<file path="src/rtl/wb_initiator.sv">
// Single-outstanding Wishbone B4 pipelined initiator: one valid/ready request
// becomes one bus cycle with stall, err/ack/rty handling and a per-attempt timeout.
module wb_initiator #(
  parameter int TIMEOUT   = 255,
  parameter int RETRY_MAX = 3
) (
  input  logic        clk_i,
  input  logic        rst_n_i,
  input  logic        req_valid_i,
  output logic        req_ready_o,
  input  logic        req_we_i,
  input  logic [31:0] req_adr_i,
  input  logic [31:0] req_dat_i,
  input  logic [3:0]  req_sel_i,
  output logic        rsp_valid_o,
  output logic [31:0] rsp_dat_o,
  output logic [1:0]  rsp_status_o,
  output logic        wb_cyc_o,
  output logic        wb_stb_o,
  output logic        wb_we_o,
  output logic [31:0] wb_adr_o,
  output logic [3:0]  wb_sel_o,
  output logic [31:0] wb_dat_o,
  input  logic [31:0] wb_dat_i,
  input  logic        wb_ack_i,
  input  logic        wb_err_i,
  input  logic        wb_rty_i,
  input  logic        wb_stall_i
);

  localparam int TW = $clog2(TIMEOUT + 1);
  localparam int RW = (RETRY_MAX > 0) ? $clog2(RETRY_MAX + 1) : 1;
  localparam logic [TW-1:0] TMO_LAST = TW'(TIMEOUT - 1);
  localparam logic [RW-1:0] RTY_LAST = RW'(RETRY_MAX);

  typedef enum logic [1:0] {S_IDLE, S_STROBE, S_WAIT, S_RETRY} state_t;

  state_t        state_q, state_d;
  logic          cyc_q, cyc_d, stb_q, stb_d, we_q, we_d;
  logic [31:0]   adr_q, adr_d, dat_q, dat_d;
  logic [3:0]    sel_q, sel_d;
  logic          req_ready_q, req_ready_d;
  logic          rsp_valid_q, rsp_valid_d;
  logic [31:0]   rsp_dat_q, rsp_dat_d;
  logic [1:0]    rsp_status_q, rsp_status_d;
  logic [TW-1:0] tmo_q, tmo_d;
  logic [RW-1:0] rty_cnt_q, rty_cnt_d;

  logic          sample;
  logic          finish;
  logic [1:0]    fin_status;
  logic [31:0]   fin_dat;

  always_comb begin
    state_d      = state_q;
    cyc_d        = cyc_q;
    stb_d        = stb_q;
    we_d         = we_q;
    adr_d        = adr_q;
    dat_d        = dat_q;
    sel_d        = sel_q;
    req_ready_d  = req_ready_q;
    rsp_valid_d  = 1'b0;
    rsp_dat_d    = rsp_dat_q;
    rsp_status_d = rsp_status_q;
    tmo_d        = tmo_q;
    rty_cnt_d    = rty_cnt_q;
    finish       = 1'b0;
    fin_status   = 2'b00;
    fin_dat      = 32'h0;
    // A stalled strobe has not been taken, so its terminations do not count yet.
    sample = ((state_q == S_STROBE) && !wb_stall_i) || (state_q == S_WAIT);

    case (state_q)
      S_IDLE: begin
        req_ready_d = 1'b1;
        if (req_valid_i && req_ready_q) begin
          we_d        = req_we_i;
          adr_d       = req_adr_i;
          dat_d       = req_dat_i;
          sel_d       = req_sel_i;
          cyc_d       = 1'b1;
          stb_d       = 1'b1;
          req_ready_d = 1'b0;
          tmo_d       = '0;
          rty_cnt_d   = '0;
          state_d     = S_STROBE;
        end
      end
      S_STROBE, S_WAIT: begin
        tmo_d = tmo_q + TW'(1);
        if (sample && wb_err_i) begin
          finish     = 1'b1;
          fin_status = 2'b01;
        end else if (sample && wb_ack_i) begin
          finish  = 1'b1;
          fin_dat = we_q ? 32'h0 : wb_dat_i;
        end else if (sample && wb_rty_i) begin
          if (rty_cnt_q != RTY_LAST) begin
            cyc_d     = 1'b0;
            stb_d     = 1'b0;
            rty_cnt_d = rty_cnt_q + RW'(1);
            state_d   = S_RETRY;
          end else begin
            finish     = 1'b1;
            fin_status = 2'b10;
          end
        end else if (tmo_q == TMO_LAST) begin
          finish     = 1'b1;
          fin_status = 2'b11;
        end else if (sample) begin
          stb_d   = 1'b0;
          state_d = S_WAIT;
        end
      end
      S_RETRY: begin
        cyc_d   = 1'b1;
        stb_d   = 1'b1;
        tmo_d   = '0;
        state_d = S_STROBE;
      end
      default: state_d = S_IDLE;
    endcase

    if (finish) begin
      cyc_d        = 1'b0;
      stb_d        = 1'b0;
      rsp_valid_d  = 1'b1;
      rsp_dat_d    = fin_dat;
      rsp_status_d = fin_status;
      req_ready_d  = 1'b1;
      state_d      = S_IDLE;
    end
  end

  always_ff @(posedge clk_i or negedge rst_n_i) begin
    if (!rst_n_i) begin
      state_q      <= S_IDLE;
      cyc_q        <= 1'b0;
      stb_q        <= 1'b0;
      we_q         <= 1'b0;
      adr_q        <= 32'h0;
      dat_q        <= 32'h0;
      sel_q        <= 4'h0;
      req_ready_q  <= 1'b0;
      rsp_valid_q  <= 1'b0;
      rsp_dat_q    <= 32'h0;
      rsp_status_q <= 2'b00;
      tmo_q        <= '0;
      rty_cnt_q    <= '0;
    end else begin
      state_q      <= state_d;
      cyc_q        <= cyc_d;
      stb_q        <= stb_d;
      we_q         <= we_d;
      adr_q        <= adr_d;
      dat_q        <= dat_d;
      sel_q        <= sel_d;
      req_ready_q  <= req_ready_d;
      rsp_valid_q  <= rsp_valid_d;
      rsp_dat_q    <= rsp_dat_d;
      rsp_status_q <= rsp_status_d;
      tmo_q        <= tmo_d;
      rty_cnt_q    <= rty_cnt_d;
    end
  end

  assign req_ready_o  = req_ready_q;
  assign rsp_valid_o  = rsp_valid_q;
  assign rsp_dat_o    = rsp_dat_q;
  assign rsp_status_o = rsp_status_q;
  assign wb_cyc_o     = cyc_q;
  assign wb_stb_o     = stb_q;
  assign wb_we_o      = we_q;
  assign wb_adr_o     = adr_q;
  assign wb_sel_o     = sel_q;
  assign wb_dat_o     = dat_q;

endmodule
</file>
<file path="config.mk">
export PLATFORM = sky130hd
export DESIGN_NAME = wb_initiator
export DESIGN_NICKNAME = d
export VERILOG_FILES = /design/src/rtl/wb_initiator.sv
export SDC_FILE = /design/constraint.sdc
export NUM_CORES = 1
export LEC_CHECK = 0
export ABC_AREA = 0
export BUFFER_PORTS_ARGS = -buffer_cell sky130_fd_sc_hd__buf_2
export CORE_ASPECT_RATIO = 1.5
export CORE_MARGIN = 4
export CORE_UTILIZATION = 47
export DETAILED_ROUTE_END_ITERATION = 16
export PLACE_DENSITY = 0.8
export SLEW_MARGIN = 20
export SYNTH_ARGS = -nofsm -noshare
export SYNTH_HDL_FRONTEND = slang
export SYNTH_SLANG_ARGS = --single-unit
</file>
<file path="constraint.sdc">
create_clock -name clk_i -period 2.2 [get_ports clk_i]
set_input_delay 0.11 -clock clk_i [delete_from_list [all_inputs] [get_ports clk_i]]
set_output_delay 0.11 -clock clk_i [all_outputs]
set_load 0.01 [all_outputs]
</file>
==> metrics.yaml <==
clock_network:
  clock_tree_from_tritoncts: "built"
  cts.clk_slew.worst_paths_ps: 50
  ctsHtreeMaxLevel: 4
  cts_max_path_buffers: 2
  cts_inserted_buffers: 17
  clock_sinks: 119
  clkLatencyLatePin_ps: 410
  cts-root-buf: "sky130_fd_sc_hd__clkbuf_16"
timing:
  clock.fmax_mhz: 473
  count_of_final_hold_check_violations: 0
  fin_tns_setup_ps: 0
  holdWs_ps: 133
  slew_headroom_pct: 67.8
  rsz0062_at_grt: "no"
  final.period_utilization_pct: 96.1
  final_max_slew_viol_count: 0
  worst_clock_skew_ps: 10.5
  setup_viol: 0
  tightestPinTransition_ps: 483
  min_tclk_post_route_ps: 2110
place:
  place.port_buffers: 214
  finalWeightedCongestion: 0.839
  post-dp-hpwl_mm: 9.12
  dp.cells: 656
drt:
  vias: 4207
  detail_route.wirelength_mm: 15.8
  remaining_drc_errors: 0
  detail-route-antenna-nets: 0
  mean_routed_wirelength_per_cell_um: 19.9
  drt_pre_antenna_iters: 4
  drtIter0Drc: 229
  vias_per_cell: 5.33
finish:
  leading_cell_types_in_the_layout_fill_and_taps_excluded: "sky130_fd_sc_hd__buf_2 (213), sky130_fd_sc_hd__dfrtp_1 (119), sky130_fd_sc_hd__dlygate4sd3_1 (102)"
  post_route_cells_drive_above_1_share_pct: 49.2
  finish.net_count: 776
  filler_free_cell_count_of_the_finished_design: 790
  num-fill-cells: 559
  final_common_cell: "sky130_fd_sc_hd__buf_2"
  syn2layout_area_growth_pct: 61.0
synthesis:
  yosysWarnings: 0
  net_count_after_synthesis: 449
  post_synth.cell_area_avg_um2: 14.2
  async_sr_flop_fraction_pct: 100
  gate_count_of_the_mapped_netlist: 335
  synth-edff-count: 0
  synth.lib_cells_used.distinct: 39
  synth_seq_cells: 119
  mappedNetlistArea_mm2: 0.00475
  synth-main-ff-cell: "sky130_fd_sc_hd__dfrtp_1"
  synth_sequential_area_ratio_pct: 62.7
global_route:
  first_pass_grt_wire_length_mm: 24.4
  global_route.overflow_total: 0
  antenna_violations_before_repair: 0
  largest_net_degree_at_the_start_of_global_routing: 56
  grt_pass1_vias: 4721
  grt_util_all_layers_pct: 26.8
hold_path:
  hold_depth: 3
  holdCritPathClass: "input pin to flop"
critical_path:
  cell_breakdown_of_the_critical_path: "ha_1 > or4b_4 > a21oi_2 > a211o_1 > buf_4 > a22o_1"
  timing.critical_path.fanout_max: 24
  r2r.worst_path.cells: 6
  cpPeakStageDelay_ps: 510
  critical_path.reg2reg.endpoint: "rsp_dat_o[29]"
  startpoint: "rty_cnt_q[0]"
  worst_ep_arrival_time_ps: 2460
  worstReg2RegStart: "rty_cnt_q[0]"
  worstSetupEndpointType: "flop"
  crit_slowest_cell: "sky130_fd_sc_hd__or4b_4"
  criticalPathCategory: "flop to flop"
  endpoint: "rsp_dat_o[29]"
  r2r_slack_ps: 90
  worst_setup_path_start_kind: "flop"
  crit_required_ps: 2550
pwr:
  cellPowerDensity_mw_per_mm2: 1410
  vdd_drop_max_uv: 785
  static-leakage-power_nw: 3.84
floorplan:
  chipHeight_um: 131
  floorplan_die_width_um: 90.0
  floorplan.io_pins: 215
  initial_core_util_pct: 48.4
  die_area_mm2: 0.0118
  core_area_mm2: 0.00980
  placementRows: 44
flow_run:
  drv_cap: 0
outcome:
  status: "complete, no violations"
-- repair_timing --
action / CTS / global route
hold buffers: 102 / 0
hold endpoints to repair: 137 / 0
buffers inserted: 0 / 0
gates resized for setup: 0 / 1
endpoints found under the setup margin: 0 / 1
-- critical path: cells and delay by family, from the launching register on --
family                     cells  cell delay (ps)
AOI/OAI and AO/OA              3              610
adders and majority gates      1              220
buffers and inverters          1              300
DFF                            1              400
and+or+nand+nor                1              510
-- layer usage --
layer	GRT usage (%)	vias to the layer above	part of all wire [%]
met5	0	-	0
met2	49.4	189	56
met1	27.1	2086	34
met4	16.1	0	4.8
li1	-	1873	-
met3	7.65	59	5.1
-- state kept, by name (all words and copies together), names as in the netlist --
name / count
req_ready_o: 1
rsp_dat_o: 32
rsp_status_o: 2
rsp_valid_o: 1
rty_cnt_q: 2
state_q: 2
tmo_q: 8
wb_adr_o: 32
wb_cyc_o: 1
wb_dat_o: 32
wb_sel_o: 4
wb_stb_o: 1
wb_we_o: 1
-- through the flow --
step | total power [W] | utilization (%) | cell area (um2) | setup WS (ps)
finish | 0.0108 | 78.0 | 7640 | 85.8
detailed placement | 0.00758 | 61.2 | 6000 | 135
global placement | 0.00741 | 61.2 | 6000 | 231
global route | 0.0113 | 77.9 | 7640 | 24.4
floorplan | 0.00589 | - | 4750 | 240
CTS | 0.0106 | 77.9 | 7630 | 96.2
-- cell families after synthesis --
kind of cell / after synthesis / share of synthesized area [%]
DFF: 119 / 62.7
muxes: 74 / 17.5
AOI/OAI and AO/OA: 70 / 11.0
and+or+nand+nor: 37 / 3.93
buffers and inverters: 27 / 2.79
adders and majority gates: 6 / 1.58
xor gates and xnor gates: 2 / 0.369
-- power by group --
part | internal (W) | switching (W)
Clock | 0.00191 | 0.000957
Combinational | 0.00197 | 0.00205
Sequential | 0.00323 | 0.000656
-- layout make-up --
type / count / area (um2) / area share (%)
Inverter: 9 / 33.8 / 0.442
Tap cell: 115 / 144 / 1.88
Clock inverter: 8 / 120 / 1.57
Timing Repair Buffer: 326 / 2210 / 28.9
Clock buffer: 22 / 494 / 6.47
Antenna cell: 2 / 5.00 / 0.0655
Multi-Input combinational cell: 189 / 1660 / 21.7
Sequential cell: 119 / 2980 / 39.0
-- synthesized netlist by cell type (all sizes together), types with 3 or more instances --
cell	count	area (um2)
ha	6	75.1
buf	6	53.8
mux2	70	792
clkbuf	12	45.0
o21ai	12	60.1
dfrtp	119	2980
a22o	34	298
a31oi	3	18.8
inv	9	33.8
nand3	5	25.0
mux2i	4	40.0
nor3	4	20.0
o22ai	3	18.8
nor2	9	33.8
nand2	11	41.3
a21oi	6	33.8
-- worst min path at each step --
| stage | start | end | slack, ps |
|---|---|---|---|
| after global routing | req_valid_i | wb_stb_o | 140 |
| after detailed placement | rst_n_i | wb_dat_o[2] | 100 |
| after global placement | rst_n_i | wb_dat_o[30] | 100 |
| final | req_valid_i | wb_stb_o | 130 |
| after floorplan | rst_n_i | req_ready_o | -190 |
| after CTS | wb_ack_i | rsp_status_o[1] | 120 |
Power figures use the tool's default switching activity.
